<file path="src/rtl/psum_ofifo_pkg.sv">
// Shared constants and lane-slicing helper for the psum output FIFO,
// the column array and the downstream row reader.
package psum_ofifo_pkg;

    localparam int COL        = 8;
    localparam int BW_PSUM    = 19;
    localparam int FIFO_DEPTH = 16;
    localparam int FIFO_PTR_W = $clog2(FIFO_DEPTH);

    // Lowest bit of lane idx inside a packed row of bw-bit lanes;
    // the lane occupies [lane_lsb(idx,bw) +: bw].
    function automatic int lane_lsb(input int idx, input int bw);
        return idx * bw;
    endfunction

endpackage

</file>
<file path="src/rtl/fifo_lane.sv">
// Single-lane synchronous FIFO with wrap-bit pointers.
// Head data is presented combinationally; a push into a full lane is
// only taken when the same edge also pops.
module fifo_lane #(
    parameter int depth = 16,
    parameter int ptr_w = 4,
    parameter int bw    = 19
) (
    input  logic          clk,
    input  logic          reset,
    input  logic          wr_en,
    input  logic [bw-1:0] din,
    input  logic          rd_en,
    output logic [bw-1:0] dout,
    output logic          empty,
    output logic          full
);

    logic [bw-1:0]  r_mem [depth];
    logic [ptr_w:0] r_wptr;
    logic [ptr_w:0] r_rptr;
    logic           w_push;
    logic           w_pop;

    assign empty  = (r_wptr == r_rptr);
    assign full   = (r_wptr[ptr_w-1:0] == r_rptr[ptr_w-1:0])
                  & (r_wptr[ptr_w] != r_rptr[ptr_w]);
    assign w_pop  = rd_en & ~empty;
    assign w_push = wr_en & (~full | w_pop);
    assign dout   = r_mem[r_rptr[ptr_w-1:0]];

    // Pointer advance; the MSB acts as the wrap flag.
    always_ff @(posedge clk) begin
        if (reset) begin
            r_wptr <= '0;
            r_rptr <= '0;
        end else begin
            if (w_push) r_wptr <= r_wptr + 1'b1;
            if (w_pop)  r_rptr <= r_rptr + 1'b1;
        end
    end

    // Storage write; contents need no reset.
    always_ff @(posedge clk) begin
        if (w_push) r_mem[r_wptr[ptr_w-1:0]] <= din;
    end

endmodule

</file>
<file path="src/rtl/psum_ofifo.sv">
// Per-column psum FIFOs that realign skewed column writes into rows.
// A row pops only when every lane holds data; flags are sticky.
module psum_ofifo
    import psum_ofifo_pkg::*;
#(
    parameter int col     = COL,
    parameter int bw_psum = BW_PSUM,
    parameter int depth   = FIFO_DEPTH,
    parameter int ptr_w   = FIFO_PTR_W
) (
    input  logic                   clk,
    input  logic                   reset,
    input  logic [col-1:0]         wr,
    input  logic [col*bw_psum-1:0] in,
    input  logic                   rd,
    output logic [col*bw_psum-1:0] out,
    output logic                   o_valid,
    output logic                   o_out_valid,
    output logic                   o_full,
    output logic                   o_overflow,
    output logic                   o_underflow
);

    logic [col-1:0]         w_empty;
    logic [col-1:0]         w_full;
    logic [col*bw_psum-1:0] w_head;
    logic                   w_pop;
    logic                   w_drop;

    assign o_valid = &(~w_empty);
    assign o_full  = |w_full;
    assign w_pop   = rd & o_valid;
    assign w_drop  = |(wr & w_full & ~{col{w_pop}});

    for (genvar i = 0; i < col; i++) begin : g_lane
        fifo_lane #(
            .depth (depth),
            .ptr_w (ptr_w),
            .bw    (bw_psum)
        ) u_lane (
            .clk   (clk),
            .reset (reset),
            .wr_en (wr[i]),
            .din   (in[lane_lsb(i, bw_psum) +: bw_psum]),
            .rd_en (w_pop),
            .dout  (w_head[lane_lsb(i, bw_psum) +: bw_psum]),
            .empty (w_empty[i]),
            .full  (w_full[i])
        );
    end

    // Row capture on pop, one-cycle valid pulse, sticky error flags.
    always_ff @(posedge clk) begin
        if (reset) begin
            out         <= '0;
            o_out_valid <= 1'b0;
            o_overflow  <= 1'b0;
            o_underflow <= 1'b0;
        end else begin
            o_out_valid <= w_pop;
            if (w_pop)          out         <= w_head;
            if (w_drop)         o_overflow  <= 1'b1;
            if (rd & ~o_valid)  o_underflow <= 1'b1;
        end
    end

endmodule

</file>
<file path="config.mk">
export PLATFORM = sky130hd
export DESIGN_NAME = psum_ofifo
export DESIGN_NICKNAME = d
export VERILOG_FILES = /design/src/rtl/psum_ofifo_pkg.sv /design/src/rtl/fifo_lane.sv /design/src/rtl/psum_ofifo.sv
export SDC_FILE = /design/constraint.sdc
export NUM_CORES = 2
export LEC_CHECK = 0
export ABC_CLOCK_PERIOD_IN_PS = 3900
export CAP_MARGIN = 20
export CORE_AREA = 2 2 413 415
export CTS_BUF_LIST = sky130_fd_sc_hd__clkbuf_16
export DETAILED_ROUTE_END_ITERATION = 8
export DIE_AREA = 0 0 415 417
export PLACE_DENSITY_LB_ADDON = 0.2
export SETUP_SLACK_MARGIN = 0.5
export SLEW_MARGIN = 20
export SYNTH_ARGS = -nofsm -noshare
export SYNTH_HDL_FRONTEND = slang
export SYNTH_SLANG_ARGS = --single-unit
export TNS_END_PERCENT = 100
</file>
<file path="constraint.sdc">
create_clock -name clk -period 3.9 [get_ports clk]
set_clock_uncertainty 0.1 [all_clocks]
set_input_delay 0.585 -clock clk [delete_from_list [all_inputs] [get_ports clk]]
set_output_delay 0.585 -clock clk [all_outputs]
set_load 0.02 [all_outputs]
</file>
==> qor.tcl <==
set qor(worstSetupStartpoint) {g_lane[1].u_lane.r_wptr[4]}
set qor(cells_on_worst_reg2reg_path) 8
set qor(final_min_period_over_clock_period) 0.855
set qor(reg2reg_slack_ps) 570
set qor(internal_power_mw) 46.2
set qor(die-height_um) 417
set qor(ys_top_cells_by_area) {sky130_fd_sc_hd__edfxtp_1, sky130_fd_sc_hd__mux4_2, sky130_fd_sc_hd__dfxtp_1}
set qor(arrival_ps) 3830
set qor(ys_warn_count) 0
set qor(multiInputGateArea_um2) 24000
set qor(async_reset_ff_frac) 0
set qor(critical_path.top_delay_family) {simple AND/OR/NAND/NOR gates}
set qor(drive_gt1_frac) 0.282
set qor(final_hold_viol_count) 0
set qor(critical_path.reg2reg.startpoint) {g_lane[1].u_lane.r_wptr[4]}
set qor(total_power_mw) 57.6
set qor(route.detailed.vias_per_inst) 6.42
set qor(criticalPathCategory) {reg2reg}
set qor(cts_buffers) 277
set qor(synth-seq-area-share) 0.760
set qor(setup_tns_after_final_layout_ps) 0
set qor(cell_accounting_for_the_most_synthesized_area) {sky130_fd_sc_hd__edfxtp_1}
set qor(flow.area_growth_from_synthesis_pct) 16.4
set qor(cts-root-to-sink-buffers) 4
set qor(grt_max_degree) 80
set qor(routed-via-count) 50845
set qor(max_cap_viol_count) 0
set qor(worstMarginPinSlew_ps) 988
set qor(synth_enable_flop_cells) 2432
set qor(seqCellArea_um2) 77800
set qor(yosysTopAreaCellShare) 0.714
set qor(power.sequential.fraction) 0.548
set qor(initial_utilization) 0.607
set qor(p_leak_nw) 36.5
set qor(timing.critical_path.fanout_max) 14
set qor(detailedRoute.firstIterationViolations) 5703
set qor(synth-seq-cells) 2667
set qor(peak_clock_frequency_supported_by_timing_mhz) 300
set qor(timing.hold.worst_endpoint) {g_lane[6].u_lane.r_rptr[0]}
set qor(number_of_slew_limit_violations_in_the_final_report) 0
set qor(n_fill_cell) 9947
set qor(post_layout_nonfiller_instances) 7915
set qor(comb_power_share) 0.024
set qor(first_pass_grt_wire_length_um) 344000
set qor(worstSetupEndpointType) {flip-flop}
set qor(cts.htree.levels) 5
set qor(track_usage) 0.272
set qor(wl_per_cell_um) 29.4
set qor(critical-path-slowest-cell) {sky130_fd_sc_hd__nor2_2}
set qor(fin_crit_ps) 3330
set qor(worstHoldPathCells) 2
set qor(row_count) 151
set qor(tritoncts) {built}
set qor(rsz0062_at_grt) {true}
set qor(number_of_primary_i_o_pins) 320
set qor(timing.rr.end) {g_lane[1].u_lane.r_mem[15][0]}
set qor(clkLatencyLatePin_ps) 910
set qor(yosysMostFrequentCell) {sky130_fd_sc_hd__edfxtp_1}
set qor(ys_types) 35
set qor(dp.cells) 7382
set qor(global_route.overflow_total) 0
set qor(routed_wirelength_um) 233000
set qor(timing.critical_path.buf_inv) 2
set qor(required_ps) 4390
set qor(post_synth_most_frequent_cells) {sky130_fd_sc_hd__edfxtp_1, sky130_fd_sc_hd__mux4_2, sky130_fd_sc_hd__nand2_1}
set qor(worst_setup_path_start_kind) {flip-flop}
set qor(cpPeakStageDelay_ps) 580
set qor(portBuffers) 319
set qor(worst_setup_hold_path_clk_slew_ps) 60
set qor(grt_antenna_before_repair) 24
set qor(switching_portion_of_total_power) 0.198
set qor(ys.flop_type) {sky130_fd_sc_hd__edfxtp_1}
set qor(postRouteAntennaNets) 0
set qor(power_switching_mw) 11.4
set qor(area_of_the_core_region_um2) 169000
set qor(vdd.ir_drop.worst_v) 0.000450
set qor(timing.final.setup_violations) 0
set qor(detailedRoute.firstPassIterationCount) 5
set qor(synth.net_count) 5104
set qor(clock_share_of_power) 0.428
set qor(route.detailed.drc) 0
set qor(place.gp.congestion) 0.772
set qor(timing.max_slew.rel_slack) 0.341
set qor(grt_pass1_vias) 51799
set qor(min-delay-path-class) {in2reg}
set qor(layout.nets) 5690
set qor(cell_area_after_technology_mapping_um2) 102000
set qor(finish.utilization) 0.707
set qor(die_area_um2) 173000
set qor(syn_avg_cell_area_um2) 20.9
set qor(clock_sinks) 2667
set qor(synthesis.instances) 4901
set qor(min-delay-start) {reset}
set qor(power_per_cell_area_nw_per_um2) 483
set qor(crit_path_cell_trace) {xor2_2, o22ai_2, nor4_4, and2_4, buf_12, o21bai_1, nor2_2, buf_4}
set qor(dieWidth_um) 415
set qor(status) {complete, no violations}
set qor(clock_tree.root_cell) {sky130_fd_sc_hd__clkbuf_16}
set qor(place_hpwl_um) 131000
metrics by stage:
| step | setup WS [ps] | area (um^2) | hold WS (ps) |
|---|---|---|---|
| floorplan | 780 | 102000 | 398 |
| global placement | 379 | 110000 | 341 |
| detailed placement | 454 | 110000 | 348 |
| CTS | 455 | 119000 | 4.52 |
| global route | 446 | 119000 | 42.6 |
| finish | 566 | 119000 | 59.5 |
flip-flops by register name (all words and copies together), names as in the netlist:
signal / cells
o_out_valid: 1
o_underflow: 1
g_lane.u_lane.r_rptr: 40
out: 152
o_overflow: 1
g_lane.u_lane.r_wptr: 40
g_lane.u_lane.r_mem: 2432
cell usage in the layout, fill, tap and decap left out, types with 8 or more instances in the layout:
master,synthesis,layout
sky130_fd_sc_hd__edfxtp_1,2432,2432
sky130_fd_sc_hd__mux4_2,760,760
sky130_fd_sc_hd__nand2_1,420,419
sky130_fd_sc_hd__clkdlybuf4s50_1,0,315
sky130_fd_sc_hd__clkbuf_16,0,283
sky130_fd_sc_hd__buf_4,4,235
sky130_fd_sc_hd__dfxtp_1,235,198
sky130_fd_sc_hd__a21oi_1,178,178
sky130_fd_sc_hd__inv_1,26,84
sky130_fd_sc_hd__nor2_2,0,76
sky130_fd_sc_hd__clkinv_1,0,61
sky130_fd_sc_hd__xnor2_1,40,40
sky130_fd_sc_hd__ha_1,40,40
sky130_fd_sc_hd__buf_12,0,39
sky130_fd_sc_hd__clkinv_2,0,38
sky130_fd_sc_hd__o311ai_0,37,37
sky130_fd_sc_hd__nor2_1,132,36
sky130_fd_sc_hd__nand3_1,35,35
sky130_fd_sc_hd__o211ai_1,32,32
sky130_fd_sc_hd__nor3_4,0,32
sky130_fd_sc_hd__nor3_1,56,24
sky130_fd_sc_hd__xor2_1,27,22
sky130_fd_sc_hd__buf_6,2,22
sky130_fd_sc_hd__nor4_1,21,21
sky130_fd_sc_hd__dfxtp_2,0,21
sky130_fd_sc_hd__nor2_4,0,20
sky130_fd_sc_hd__and3_1,19,19
sky130_fd_sc_hd__nand2b_1,24,18
sky130_fd_sc_hd__bufinv_16,0,17
sky130_fd_sc_hd__dfxtp_4,0,16
sky130_fd_sc_hd__diode_2,0,13
sky130_fd_sc_hd__o21bai_1,13,13
sky130_fd_sc_hd__clkinvlp_4,0,12
sky130_fd_sc_hd__nand4_1,11,11
sky130_fd_sc_hd__a21boi_0,8,8
sky130_fd_sc_hd__a32oi_1,8,8
sky130_fd_sc_hd__a41oi_1,8,8
repair_timing:
action / 4_1_cts / 5_1_grt
gates cloned: 1 / 0
pin swaps: 3 / 18
resized for setup: 29 / 49
hold buffers: 0 / 0
endpoints found under the setup margin: 109 / 756
setup buffers: 2 / 40
how the worst max path moves through the flow:
stage,endpoint,cells past startpoint
after global routing,g_lane[1].u_lane.r_mem[14][18],8
after detailed placement,out[142],6
final,g_lane[1].u_lane.r_mem[15][0],8
after global placement,g_lane[5].u_lane.r_mem[7][4],8
after floorplan,g_lane[7].u_lane.r_mem[8][0],10
after CTS,o_valid,6
power groups by stage:
stage               registers, mW  logic, mW  clock network, mW
global route                 31.6       1.49               26.1
detailed placement           32.2       1.36                  0
global placement             32.1       1.32                  0
CTS                          31.6       1.37               25.0
floorplan                    32.1      0.524                  0
finish                       31.6       1.39               24.6
cells by family (layout without fill, tap and decap cells):
logic type      count (synthesis)  after routing  share of synthesized area
flops                        2667           2667                      0.760
other cells                     0             13                          0
xor+xnor                       67             67                    0.00574
mux                           760            760                      0.167
compound gates                300            300                     0.0181
buf+inv                       336           1119                     0.0138
simple gates                  731            731                     0.0303
fa+ha+maj                      40             40                    0.00489
cell type report:
| type | instances | share of cell area |
|---|---|---|
| Multi-Input combinational cell | 1898 | 0.201 |
| Tap cell | 2218 | 0.0233 |
| Clock buffer | 283 | 0.0595 |
| Timing Repair Buffer | 617 | 0.0507 |
| Sequential cell | 2667 | 0.653 |
| Antenna cell | 13 | 0.000273 |
| Clock inverter | 193 | 0.0109 |
| Inverter | 26 | 0.000830 |
layer usage:
metal / global-route usage / wire [um]
met1: 0.373 / 89400
met2: 0.450 / 119000
met3: 0.0457 / 17000
met4: 0.0950 / 7330
met5: 0 / 120
Power figures use the tool's default switching activity.
